## src/rtl/bcd_chain_counter_if.sv

```systemverilog
// bcd_chain_counter_if
// Bundles the control, load and status signals of one bcd_chain_counter.
//   en, up, load, din : driven by the controller (master) into the counter
//   count, tc, wrap,
//   load_err          : driven by the counter (slave) back to the controller
// Cascading is done outside the interface: tc of one instance drives en of
// the next instance's interface.
interface bcd_chain_counter_if #(
   parameter int W      = 4,
   parameter int DIGITS = 2
);
   logic                  en;
   logic                  up;
   logic                  load;
   logic [DIGITS*W-1:0]   din;
   logic [DIGITS*W-1:0]   count;
   logic                  tc;
   logic                  wrap;
   logic                  load_err;

   modport master (
      output en, up, load, din,
      input  count, tc, wrap, load_err
   );

   modport slave (
      input  en, up, load, din,
      output count, tc, wrap, load_err
   );
endinterface

```

## src/rtl/bcd_chain_counter.sv

```systemverilog
// bcd_chain_counter
// Cascade of DIGITS stages, each counting modulo MOD in W bits, with
// synchronous parallel load (per-digit range check), count enable, direction
// control, combinational terminal count and registered wrap / load_err pulses.
// Ports:
//   clk  : rising-edge clock
//   rst  : asynchronous active-high reset (count=0, wrap=0, load_err=0)
//   bus  : bcd_chain_counter_if.slave (en, up, load, din -> count, tc,
//          wrap, load_err); digit k sits at bits [k*W+W-1 : k*W]
module bcd_chain_counter #(
   parameter int MOD    = 10,
   parameter int W      = 4,
   parameter int DIGITS = 2
) (
   input  logic               clk,
   input  logic               rst,
   bcd_chain_counter_if.slave bus
);

   // W+1 bits so MOD = 2^W is representable for the range compare.
   localparam logic [W:0]   MOD_EXT = (W+1)'(MOD);
   localparam logic [W-1:0] MAX_D   = W'(MOD-1);
   localparam logic [W-1:0] ONE_D   = W'(1);

   logic [DIGITS*W-1:0] count_q;
   logic [DIGITS*W-1:0] count_nxt;
   logic                wrap_q;
   logic                wrap_nxt;
   logic                err_q;
   logic                err_nxt;
   logic                all_max;
   logic                all_zero;
   logic                step;

   function automatic logic legal(input logic [W-1:0] d);
      return {1'b0, d} < MOD_EXT;
   endfunction

   always_comb begin
      all_max  = 1'b1;
      all_zero = 1'b1;
      for (int k = 0; k < DIGITS; k++) begin
         all_max  = all_max  & (count_q[k*W +: W] == MAX_D);
         all_zero = all_zero & (count_q[k*W +: W] == '0);
      end
   end

   assign bus.tc = bus.en & (bus.up ? all_max : all_zero);

   always_comb begin
      count_nxt = count_q;
      wrap_nxt  = 1'b0;
      err_nxt   = 1'b0;
      step      = 1'b1;
      if (bus.load) begin
         for (int k = 0; k < DIGITS; k++) begin
            if (legal(bus.din[k*W +: W])) begin
               count_nxt[k*W +: W] = bus.din[k*W +: W];
            end else begin
               count_nxt[k*W +: W] = '0;
               err_nxt             = 1'b1;
            end
         end
      end else if (bus.en) begin
         wrap_nxt = bus.up ? all_max : all_zero;
         // step means "every lower digit sits at its boundary". An illegal
         // digit equals neither MAX_D nor 0, so it also blocks the carry.
         for (int k = 0; k < DIGITS; k++) begin
            if (!legal(count_q[k*W +: W])) begin
               count_nxt[k*W +: W] = '0;
            end else if (step) begin
               if (bus.up) begin
                  count_nxt[k*W +: W] = (count_q[k*W +: W] == MAX_D) ?
                                        '0 : count_q[k*W +: W] + ONE_D;
               end else begin
                  count_nxt[k*W +: W] = (count_q[k*W +: W] == '0) ?
                                        MAX_D : count_q[k*W +: W] - ONE_D;
               end
            end
            step = step & (bus.up ? (count_q[k*W +: W] == MAX_D)
                                  : (count_q[k*W +: W] == '0));
         end
      end
   end

   always_ff @(posedge clk or posedge rst) begin
      if (rst) begin
         count_q <= '0;
         wrap_q  <= 1'b0;
         err_q   <= 1'b0;
      end else begin
         count_q <= count_nxt;
         wrap_q  <= wrap_nxt;
         err_q   <= err_nxt;
      end
   end

   assign bus.count    = count_q;
   assign bus.wrap     = wrap_q;
   assign bus.load_err = err_q;

endmodule

```

## src/flat_wrapper.sv

```systemverilog
// flat-port wrapper written by rule: the top's interface ports become plain ports
module bcd_chain_counter_flat 
#(
   parameter int MOD    = 10,
   parameter int W      = 4,
   parameter int DIGITS = 2
)
  (clk, rst, bus_en, bus_up, bus_load, bus_din, bus_count, bus_tc, bus_wrap, bus_load_err);
  bcd_chain_counter_if #(.W(W), .DIGITS(DIGITS)) bus_i ();
  input  logic clk;
  input  logic rst;
  input wire logic [$bits(bus_i.en)-1:0] bus_en;
  input wire logic [$bits(bus_i.up)-1:0] bus_up;
  input wire logic [$bits(bus_i.load)-1:0] bus_load;
  input wire logic [$bits(bus_i.din)-1:0] bus_din;
  output wire logic [$bits(bus_i.count)-1:0] bus_count;
  output wire logic [$bits(bus_i.tc)-1:0] bus_tc;
  output wire logic [$bits(bus_i.wrap)-1:0] bus_wrap;
  output wire logic [$bits(bus_i.load_err)-1:0] bus_load_err;
  assign bus_i.en = bus_en;
  assign bus_i.up = bus_up;
  assign bus_i.load = bus_load;
  assign bus_i.din = bus_din;
  assign bus_count = bus_i.count;
  assign bus_tc = bus_i.tc;
  assign bus_wrap = bus_i.wrap;
  assign bus_load_err = bus_i.load_err;
  bcd_chain_counter #(.MOD(MOD), .W(W), .DIGITS(DIGITS)) u_core (.clk(clk), .rst(rst), .bus(bus_i));
endmodule
```

## config.mk

```make
export PLATFORM = sky130hd
export DESIGN_NAME = bcd_chain_counter_flat
export DESIGN_NICKNAME = d
export VERILOG_FILES = /design/src/rtl/bcd_chain_counter_if.sv /design/src/rtl/bcd_chain_counter.sv /design/src/flat_wrapper.sv
export SDC_FILE = /design/constraint.sdc
export NUM_CORES = 1
export LEC_CHECK = 0
export CAP_MARGIN = 10
export CORE_AREA = 2 2 46 48
export DETAILED_ROUTE_END_ITERATION = 10
export DIE_AREA = 0 0 48 50
export PLACE_DENSITY = 0.7
export SLEW_MARGIN = 20
export SYNTH_ARGS = -nofsm -noshare
export SYNTH_HDL_FRONTEND = slang
export SYNTH_SLANG_ARGS = --single-unit
```

## constraint.sdc

```tcl
create_clock -name clk -period 1.7 [get_ports clk]
set_input_delay 0.17 -clock clk [delete_from_list [all_inputs] [get_ports clk]]
set_output_delay 0.17 -clock clk [all_outputs]
set_load 0.05 [all_outputs]
```

==> metrics.txt <==
Initial Utilization=a little over two fifths; fin cells=approximately 160; Tcrit/Tclk final=107.4%; Worst-Margin Slew=0.5005 ns; vias in the first global route=802; post-synthesis cell type count=44; WP data required=1.53 ns; synth-to-layout area growth=44.27%; first-pass GRT wire length=about 3700 microns; top-count cell post-synth=dfrtp_1; Total Routing Usage GR=a little over a fifth; Synth top area share=30.53%; VDD IR max=roughly 0.6 mV; Seq/Total Area, Yosys=30.53%; Sink Count=10; Cell Rows=16; Max-slew headroom=roughly two thirds; failing checks=setup timing; RSZ-0062 raised after global routing=true; Power Internal=~0.00063 W; final slew viol count=0; dpl cells=156; PnR worst setup slack=-0.1265 ns; Detail Route Antenna Nets=0; Switching Share=around two fifths; Residual DRC=0; crit path DAT=~1.7 ns; HP Class=in2async; CTS buffer count=3; Fmax=547.5 MHz; Post-Synthesis Net Count=between 100 and 150; clock power share=between 20% and 30%; number of flops mapped to enable cells by yosys=0; Post-synth top cells=dfrtp_1, a21oi_1, nand3_1; setup TNS=-0.1265 ns; post-DR wirelength/cell=between 10 and 15 microns; clk_skew=roughly 0.0095 ns; FFs w/ async S/R, synth=100.0%; worst skew pair latency=around 0.27 ns; layout cells sized above 1=25.37%; crit path max fanout=2; hold-fix buffer count after cts=0; largest cells by area after synthesis=dfrtp_1, a21oi_1, nand3_1, o21ai_0, inv_1; power density cells=917.7 nW/um^2; Avg Cell Area, Syn=slightly above 8 sq um; final instance area=about 1200 sq um; Worst path max stage delay=0.52 ns; Flop pwr share=between 20% and 30%; fill count=~180; synth warn=0; crit path kind=reg2out; fin crit period=1.827 ns; CP endpoint kind=output pin; cell breakdown of the critical path=or4_1 -> o22ai_1 -> and3_4 -> buf_12; port buffer count=23; gpl congestion=between 0.8 and 0.9; slowest CP cell=or4_1; I/O pins=24; CTS tree=done; sw power=between 0.0004 and 0.0005 W; full die area=2400 sq um; Horiz. Die Dim=approximately 48 microns; initial antenna violation count=0; Total Wirelength=around 2300 microns; largest net degree at the start of global routing=18; post-synthesis register bit count=10; Final Setup Violations=1; floorplan core area=around 1900 sq um; Iter 0 DRT Violations=24; post-layout util=a little over 60%; Die Ht=about 50 microns; Synth area leader=dfrtp_1; vias post-DR=approximately 900; maxcap violations=0; cell count after synthesis=101; vias per cell=about 5.7; # diodes=0; total grt overflow=0; Syn Std Cell Area=slightly above 800 sq um; Fin. Hold Viols=0; Top FF cell, synth=dfrtp_1; first drt pass iteration count=4; Worst-path clk slew=approximately 0.070 ns; leakage=around 0.5 nW; root buf cell=clkbuf_4; combinational power share=50.0%; clock tree buffer depth=2; Startpoint Class=register; Layout Nets=about 150; status=finished with violations; H-tree depth reported by CTS=1; hpwl dp=around 1700 microns; Post-DP Area=roughly 1100 sq um
-- placed cells by master, fill, tap and decap left out, types with 3 or more instances in the layout --
master	Yosys	final
nor2_1	4	4
dfrtp_1	10	6
or3_1	3	3
clkdlybuf4s50_1	0	14
o21ai_0	6	6
nand3_1	8	8
dfrtp_2	0	4
buf_4	1	22
nand2_1	3	3
inv_1	7	7
a21oi_1	8	8
clkbuf_4	0	3
-- metal layers --
layer	wire length, microns	track usage, %	part of all wire (%)	up-vias
li1	-	-	-	448
met4	12	2.703	0.52	0
met5	0	0	0	-
met3	162	5.128	7.0	2
met2	1059	29.56	46	40
met1	1064	32.58	46	429
-- kinds of logic after synthesis --
logic type | Yosys count | share of synthesized area, %
simple gates | 37 | 26.72
compound gates | 35 | 28.86
buf+inv | 15 | 9.008
flops | 10 | 30.53
xor+xnor | 2 | 2.138
mux | 2 | 2.748
-- per-stage QoR --
stage	worst slack [ns]	power (W)	hold WS, ns
2_1_floorplan	-0.08534	0.0006750	0.009908
3_3_place_gp	-0.07222	0.0008514	0.4830
3_5_place_dp	-0.07983	0.0008597	0.4905
4_1_cts	-0.1324	0.001087	0.1921
5_1_grt	-0.1867	0.001152	0.2293
6_report	-0.1265	0.001085	0.1838
-- worst max-delay path: cells and delay by family, from the launching register on --
kind | cells | cell delay (ns)
buf+inv | 1 | 0.13
simple gates | 2 | 0.73
flops | 1 | 0.40
compound gates | 1 | 0.12
-- final cells by class --
cell class,instances,area [sq um],share of cell area (%)
inverters,7,26.28,2.222
flip-flops and latches,10,255.2,21.59
repair buffers,37,325.3,27.51
well taps,27,33.78,2.857
multi-input cells,76,505.5,42.75
clock buffers,4,36.28,3.069
-- power groups by stage --
stage / clock network [W] / registers [W] / logic [W]
after global placement: 0 / 0.000324 / 0.000528
after floorplan: 0 / 0.000438 / 0.000237
after global routing: 0.000238 / 0.000329 / 0.000585
after CTS: 0.000226 / 0.000321 / 0.000541
after detailed placement: 0 / 0.000327 / 0.000533
final: 0.000219 / 0.000323 / 0.000543
-- flip-flops by register name, summed over array words and instances, names as in the netlist --
| signal | cells |
|---|---|
| u_core.bus.load_err | 1 |
| u_core.bus.wrap | 1 |
| u_core.bus.count | 8 |
-- path summary, 6_finish.rpt --
kind / start / endpoint / slack (ns) / cells past startpoint
min: rst / u_core.bus.count[2]$_DFFE_PP0P_ / 0.18 / 2
min reg2reg: u_core.bus.count[6]$_DFFE_PP0P_ / u_core.bus.count[6]$_DFFE_PP0P_ / 0.59 / 2
max in group asynchronous: rst / u_core.bus.count[0]$_DFFE_PP0P_ / 1.18 / 2
max reg2reg: u_core.bus.count[3]$_DFFE_PP0P_ / u_core.bus.count[5]$_DFFE_PP0P_ / 0.10 / 5
max: u_core.bus.count[7]$_DFFE_PP0P_ / bus_tc / -0.13 / 4
min in group clk: bus_din[0] / u_core.bus.count[0]$_DFFE_PP0P_ / 0.50 / 3
-- what timing repair did --
action                                  CTS  global route
endpoints found under the setup margin    1             2
buffers inserted                          1             0
resized for setup                         0             1
(Power assumes the default switching activity.)
